===== config.mk =====
export PLATFORM = sky130hd
export DESIGN_NAME = port_parse
export DESIGN_NICKNAME = d
export VERILOG_FILES = /design/src/rtl/port_parse.sv
export SDC_FILE = /design/constraint.sdc
export NUM_CORES = 1
export LEC_CHECK = 0
export BUFFER_PORTS_ARGS = -buffer_cell sky130_fd_sc_hd__buf_4
export CAP_MARGIN = 20
export CELL_PAD_IN_SITES_DETAIL_PLACEMENT = 0
export CELL_PAD_IN_SITES_GLOBAL_PLACEMENT = 1
export CORE_UTILIZATION = 46
export DETAILED_ROUTE_END_ITERATION = 10
export HOLD_SLACK_MARGIN = 0.15
export PLACE_DENSITY_LB_ADDON = 0.25
export SYNTH_ARGS = -nofsm -noshare
export SYNTH_HDL_FRONTEND = slang
export SYNTH_SLANG_ARGS = --single-unit
export TNS_END_PERCENT = 30

===== constraint.sdc =====
create_clock -name clk -period 2.48 [get_ports clk]
set_input_delay 0.248 -clock clk [delete_from_list [all_inputs] [get_ports clk]]
set_output_delay 0.248 -clock clk [all_outputs]
set_load 0.02 [all_outputs]

===== src/rtl/port_parse.sv =====
// port_parse: parses a byte stream and emits the 12-byte MAC header as a single result.
// Bytes 0-5 form DA and bytes 6-11 form SA; each result is {port_num, SA, DA}.
//
// Ports:
//   clk, reset          clock and asynchronous active-low reset
//   rxg_srdy/rxg_drdy   byte-stream handshake
//   rxg_code/rxg_data   byte code (01 SOP, 00 MOP, 10 good EOP, 11 bad EOP) and byte
//   ppi_srdy/ppi_drdy   parse-result handshake
//   ppi_data            {port_num, SA[47:0], DA[47:0]}
//   pkt_cnt/runt_cnt    saturating counts of emitted headers and runt packets
//
// Macro PORT_PARSE_STATS_EN enables the two statistics counters.
// Without it, both counters are tied to zero.
module port_parse #(
    parameter int port_num = 0,
    parameter int port_sz  = 2
) (
    input  logic                  clk,
    input  logic                  reset,
    input  logic                  rxg_srdy,
    output logic                  rxg_drdy,
    input  logic [1:0]            rxg_code,
    input  logic [7:0]            rxg_data,
    output logic                  ppi_srdy,
    input  logic                  ppi_drdy,
    output logic [96+port_sz-1:0] ppi_data,
    output logic [15:0]           pkt_cnt,
    output logic [15:0]           runt_cnt
);

    typedef enum logic [1:0] {
        IDLE = 2'd0,
        HDR  = 2'd1,
        BODY = 2'd2
    } state_t;

    state_t      state;
    logic [3:0]  cnt;
    logic [87:0] hdr;
    logic        xfer;
    logic        sop;
    logic        eop;
    logic        load;
    logic [95:0] full;

    assign sop  = (rxg_code == 2'b01);
    assign eop  = rxg_code[1];
    assign xfer = rxg_srdy & rxg_drdy;

    // Stall only the final header byte, and only while the result slot
    // stays occupied this cycle; a same-cycle drain keeps full throughput.
    assign rxg_drdy = !((state == HDR) && (cnt == 4'd11) &&
                        ppi_srdy && !ppi_drdy);

    // Byte 0 ends up in the top byte, so DA sits in the upper half.
    assign full = {hdr, rxg_data};
    assign load = xfer && (state == HDR) && !sop && (cnt == 4'd11);

    always_ff @(posedge clk or negedge reset) begin
        if (!reset) begin
            state    <= IDLE;
            cnt      <= 4'd0;
            hdr      <= '0;
            ppi_srdy <= 1'b0;
            ppi_data <= '0;
        end else begin
            if (ppi_srdy && ppi_drdy)
                ppi_srdy <= 1'b0;
            if (load) begin
                ppi_srdy <= 1'b1;
                ppi_data <= {port_sz'(port_num), full[47:0], full[95:48]};
            end
            if (xfer) begin
                unique case (state)
                    IDLE: begin
                        if (sop) begin
                            hdr   <= {hdr[79:0], rxg_data};
                            cnt   <= 4'd1;
                            state <= HDR;
                        end
                    end
                    HDR: begin
                        if (sop) begin
                            hdr <= {hdr[79:0], rxg_data};
                            cnt <= 4'd1;
                        end else if (cnt == 4'd11) begin
                            cnt   <= 4'd0;
                            state <= eop ? IDLE : BODY;
                        end else if (eop) begin
                            cnt   <= 4'd0;
                            state <= IDLE;
                        end else begin
                            hdr <= {hdr[79:0], rxg_data};
                            cnt <= cnt + 4'd1;
                        end
                    end
                    BODY: begin
                        if (sop) begin
                            hdr   <= {hdr[79:0], rxg_data};
                            cnt   <= 4'd1;
                            state <= HDR;
                        end else if (eop) begin
                            state <= IDLE;
                        end
                    end
                    default: begin
                        cnt   <= 4'd0;
                        state <= IDLE;
                    end
                endcase
            end
        end
    end

`ifdef PORT_PARSE_STATS_EN
    logic runt;

    // A runt is any header abandoned early: an EOP before byte 11,
    // or a new SOP arriving while the header is still being collected.
    assign runt = xfer && (state == HDR) &&
                  (sop || (eop && (cnt != 4'd11)));

    always_ff @(posedge clk or negedge reset) begin
        if (!reset) begin
            pkt_cnt  <= 16'd0;
            runt_cnt <= 16'd0;
        end else begin
            if (load && (pkt_cnt != 16'hFFFF))
                pkt_cnt <= pkt_cnt + 16'd1;
            if (runt && (runt_cnt != 16'hFFFF))
                runt_cnt <= runt_cnt + 16'd1;
        end
    end
`else
    assign pkt_cnt  = 16'd0;
    assign runt_cnt = 16'd0;
`endif

endmodule


==> reports/results.ini, run 1 <==
[sta]
timing.fmax_ghz = 0.4314
hold_viol_final = 0
slew_violations = 0
setup_viol = 0
setup-tns-final_ns = 0
finalCriticalPeriod_ns = 2.318
fin_crit_sh = 0.9347
relSlewSlack = 0.6646
fin_hold_ws_ns = 0.2277
worst_pin_slew_ns = 0.5021
fin_ws_ns = 0.1619
rsz0062_at_grt = no
finClkSkew_ns = 0.008216

[route]
remaining_drc_errors = 0
postRouteAntennaNets = 0
dr.first_iter.drc_count = 163
drt-pass1-iter-count = 4
viasPerCell = 4.873
totalWireLength_microns = 13620
via_count = 4059
wl_per_cell_microns = 16.35

[floorplan]
die_w_microns = 131.8
initial_core_util = 0.4691
fp.dieH_microns = 131.8
core_sq_mm = 0.01652
dieArea_sq_mm = 0.01738
row_count = 47
io_pins = 146

[clocking]
cts_tree = yes
cts_setup_buffers = 0
clk-insertion-delay-late_ns = 0.43
cts_resized = 0
clk_pin_slew_ns = 0.06
cts.sinks = 191
numCtsBuffers = 17
cts_buffer_depth = 2
htreeDepth = 4
cts-root-buf = clkbuf_16

[logic_synthesis]
synth.distinct_cells = 37
ys_seq_area_frac = 0.6165
avgSynthCellArea_sq_um = 16.42
ys_ff_latch = 191
synth.cell_area_sq_mm = 0.007752
ys.flop_type = dfrtp_1
ys_async_sr_fraction = 1.000
synth_edf_count = 0
synth_warnings = 0
netlist_instances = 472

[final_layout]
design_area_sq_mm = 0.009392
layout_commonest_cell = dfrtp_1
fillerInstances = 1352
fin_nets = 615
mostFrequentLayoutCells = 191 x dfrtp_1, 131 x mux2_2, 113 x buf_4, 40 x mux2_4, 34 x conb_1
post-route-util = 0.5683
area_growth_pct = 21.14
layoutNonFillerInstCount = 833
drive_above_1_share = 0.5334
diodes = 0

[global_routing]
grt_pass1_vias = 4274
grt_usage = 0.1696
grt_max_degree = 63
gr-total-overflow = 0
grt_pass1_wl_microns = 22940
antenna_found_initial = 0

[pwr]
ir_drop_mv = 0.5171
power_density_mw_per_mm2 = 851.3
power.leakage_nw = 4.698
power_mw = 7.995

[min_path]
min-delay-start = ppi_drdy
hold_class = in2reg
whs_path_depth = 3

[placed_design]
place_inst = 789
dp_slack_ns = 0.1807
dpl.hpwl_microns = 8999
globalplace.congestion = 0.7136
port_buffers = 111
placed_area_sq_mm = 0.008673

[worst_setup_path]
start_kind = flip-flop
rr_worst_depth = 6
path_class = reg2reg
cp-endpoint = ppi_data[51]
crit_fanout = 47
r2r_start = cnt[0]
crit_arrival_ns = 2.63
r2r_end = ppi_data[51]
crit_start = cnt[0]
cp.required_ns = 2.79
end_kind = flip-flop
rrSetupSlack_ns = 0.16

[job]
max_cap_violations = 0

[outcome]
status = complete, no violations

[kinds of logic (layout without fill, tap and decap cells)]
group / after synthesis / count (layout) / synth area share
AO/OA/AOI/OAI: 12 / 12 / 0.01146
AND/OR/NAND/NOR: 23 / 23 / 0.02243
adder cells (fa/ha/maj): 1 / 1 / 0.001614
other: 1 / 34 / 0.0004837
flip-flops: 191 / 191 / 0.6165
multiplexers: 185 / 185 / 0.2879
buffers and inverters: 59 / 167 / 0.05955
[power breakdown]
group	internal (mW)	switching, mW	total [mW]
logic	0.589	0.348	0.937
clock network	1.57	1.16	2.73
registers	3.79	0.537	4.33
total	5.95	2.04	7.99
[registers in the layout (all words and copies together), names as in the netlist]
register,flops
cnt,4
state,2
hdr,88
ppi_srdy,1
ppi_data,96
[worst min-delay path by stage]
stage,slack [ns],to
after floorplan,-0.05,cnt[0]
after global placement,0.24,cnt[2]
after detailed placement,0.24,cnt[2]
after CTS,0.21,ppi_srdy
after global routing,0.26,ppi_srdy
final,0.23,ppi_srdy
[Yosys cell counts, types with 2 or more instances]
cell type	n	area share
mux2_1	13	0.019
buf_12	4	0.010
nor4b_1	2	0.0023
nor2b_1	4	0.0032
nand2b_1	2	0.0016
dfrtp_1	191	0.62
inv_1	3	0.0015
nand3_1	2	0.0013
o21ai_0	3	0.0019
nand2_1	3	0.0015
buf_2	8	0.0052
mux2_2	131	0.19
nor3_1	3	0.0019
mux2_4	40	0.077
buf_4	41	0.040
[layout make-up]
cell class	count	area (sq um)	share of cell area
flip-flops and latches	191	4780	0.5089
clock buffers	20	466.7	0.04969
well taps	220	275.3	0.02931
multi-input cells	255	2641	0.2812
clock inverters	12	131.4	0.01399
inverters	4	15.01	0.001599
repair buffers	131	1082	0.1152
[worst max-delay path: stages (launching register included)]
cell      delay [ns]
dfrtp_1         0.37
ha_1            0.25
nand3b_4        0.12
or4b_4          0.58
nor2_8          0.14
buf_12          0.30
mux2_2          0.38
[metal layers]
metal / routed length [microns] / part of all wire / up-vias / GRT usage
li1: - / - / 1843 / -
met1: 6092 / 0.45 / 2098 / 0.2272
met2: 6623 / 0.49 / 99 / 0.2598
met3: 668 / 0.049 / 19 / 0.05152
met4: 236 / 0.017 / 0 / 0.06525
met5: 0 / 0 / - / 0
[timing repair]
item / 4_1_cts / 5_1_grt
hold buffers: 12 / 0
setup endpoints to repair: 0 / 0
hold endpoints to repair: 68 / 0
No activity file was read; power rests on OpenSTA's default activity.
==> run 2, diff against run 1 <==
--- a/config.mk
+++ b/config.mk
@@ -11,8 +11,7 @@
 export CELL_PAD_IN_SITES_GLOBAL_PLACEMENT = 1
 export CORE_UTILIZATION = 46
 export DETAILED_ROUTE_END_ITERATION = 10
-export HOLD_SLACK_MARGIN = 0.15
-export PLACE_DENSITY_LB_ADDON = 0.25
+export PLACE_DENSITY_LB_ADDON = 0.12
 export SYNTH_ARGS = -nofsm -noshare
 export SYNTH_HDL_FRONTEND = slang
 export SYNTH_SLANG_ARGS = --single-unit
==> reports/results.ini, run 2 (synthesis gave the netlist of run 1 again) <==
[sta]
setup-tns-final_ns = 0
hold_viol_final = 0
relSlewSlack = 0.6473
finalCriticalPeriod_ns = 2.308
setup_viol = 0
slew_violations = 0
worst_pin_slew_ns = 0.5218
fin_crit_sh = 0.9305
finClkSkew_ns = 0.008973
rsz0062_at_grt = no
timing.fmax_ghz = 0.4333

[pwr]
p_comb_frac = 0.110
switching_share = 0.2412
pwr-share-seq = 0.520
clockPowerShare = 0.370
power_density_mw_per_mm2 = 889.9
ir_drop_mv = 0.5543
p_int_mw = 6.340
power.leakage_nw = 4.693
power_mw = 8.355
p_switching_mw = 2.015

[clocking]
cts_setup_buffers = 0
clk_pin_slew_ns = 0.07
cts-root-buf = clkbuf_16
cts_buffer_depth = 2
numCtsBuffers = 17
htreeDepth = 4
clk-insertion-delay-late_ns = 0.43
cts_resized = 0
cts.sinks = 191
cts_tree = yes

[route]
drt-pass1-iter-count = 4
remaining_drc_errors = 0
postRouteAntennaNets = 0
dr.first_iter.drc_count = 179
viasPerCell = 4.960
via_count = 4077
totalWireLength_microns = 14020
wl_per_cell_microns = 17.06

[outcome]
status = complete, no violations

[global_routing]
antenna_found_initial = 0
grt_pass1_wl_microns = 23310
grt_max_degree = 89
gr-total-overflow = 0
grt_pass1_vias = 4301
grt_usage = 0.1731

[worst_setup_path]
crit_buf_inv = 1
cp.required_ns = 2.79
cp_slowest_cell = or4b_4
crit_start = cnt[0]
path_class = reg2reg
path_delay_family = simple AND/OR/NAND/NOR gates
slowest_delay_ns = 0.59
start_kind = flip-flop
crit_arrival_ns = 2.61
worstPathCellList = ha_1 > nand3b_4 > or4b_4 > nor2_8 > buf_12 > mux2_2
end_kind = flip-flop
crit_fanout = 25
r2r_start = cnt[0]

[final_layout]
largest_reg_flops = 96
top_regs = ppi_data x96, hdr x88, cnt x4
post-route-util = 0.5682
area_growth_pct = 21.11
diodes = 0
fin_nets = 604
drive_above_1_share = 0.5399
layout_commonest_cell = dfrtp_1
top_register = ppi_data
design_area_sq_mm = 0.009389
mostFrequentLayoutCells = 191 x dfrtp_1, 131 x mux2_2, 111 x buf_4, 40 x mux2_4, 34 x conb_1

[floorplan]
fp.dieH_microns = 131.8
io_pins = 146
die_w_microns = 131.8
initial_core_util = 0.4691
dieArea_sq_mm = 0.01738
row_count = 47
core_sq_mm = 0.01652

[min_path]
min-delay-start = rxg_data[6]
hold_class = in2reg

[placed_design]
port_buffers = 111
placed_area_sq_mm = 0.008698
dpl.hpwl_microns = 9256
globalplace.congestion = 0.7241

[job]
max_cap_violations = 0

-- run 2: path summary, 6_finish.rpt --
check,end,slack [ns],cells past startpoint
min in group asynchronous,cnt[3],0.38,2
min reg2reg,hdr[81],0.50,1
max reg2reg,ppi_data[14],0.17,6
max,ppi_data[14],0.17,6
min,hdr[6],0.06,2
max in group asynchronous,ppi_data[75],1.34,3
-- run 2: what timing repair did --
item                       CTS  global route
hold endpoints to repair    61             0
hold buffers                 1             0
setup endpoints to repair    0             0
-- run 2: power by group through the flow --
| stage | clock network [mW] | registers (mW) | logic [mW] |
|---|---|---|---|
| after floorplan | 0 | 4.15 | 0.793 |
| after global placement | 0 | 4.39 | 0.895 |
| after detailed placement | 0 | 4.42 | 0.932 |
| after CTS | 3.17 | 4.37 | 0.941 |
| after global routing | 3.31 | 4.45 | 1.02 |
| final | 3.09 | 4.34 | 0.921 |
-- run 2: layout make-up --
type	instances	area, sq um
multi-input cells	255	2641
fillers	1352	7136
flip-flops and latches	191	4780
well taps	220	275.3
inverters	4	15.01
clock inverters	10	206.4
clock buffers	22	474.2
repair buffers	120	997.2
-- run 2: stage by stage --
stage	worst slack (ns)	hold slack (ns)	instances
finish	0.1723	0.05748	822
CTS	0.1678	0.04170	822
global placement	0.2835	0.2743	789
global route	0.1036	0.03797	822
detailed placement	0.1804	0.2783	789
floorplan	0.4020	-0.04759	505
-- run 2: per-layer routing --
layer | wire (microns) | track usage | vias to the layer above
met1 | 6097 | 0.2251 | 2140
met3 | 650 | 0.05152 | 16
met4 | 166 | 0.05620 | 0
met5 | 0 | 0 | -
li1 | - | - | 1821
met2 | 7110 | 0.2784 | 100
-- run 2: worst register-to-register path, cell delays in order, from the launching register on --
cell      delay [ns]
dfrtp_1         0.38
ha_1            0.25
nand3b_4        0.14
or4b_4          0.59
nor2_8          0.22
buf_12          0.25
mux2_2          0.37
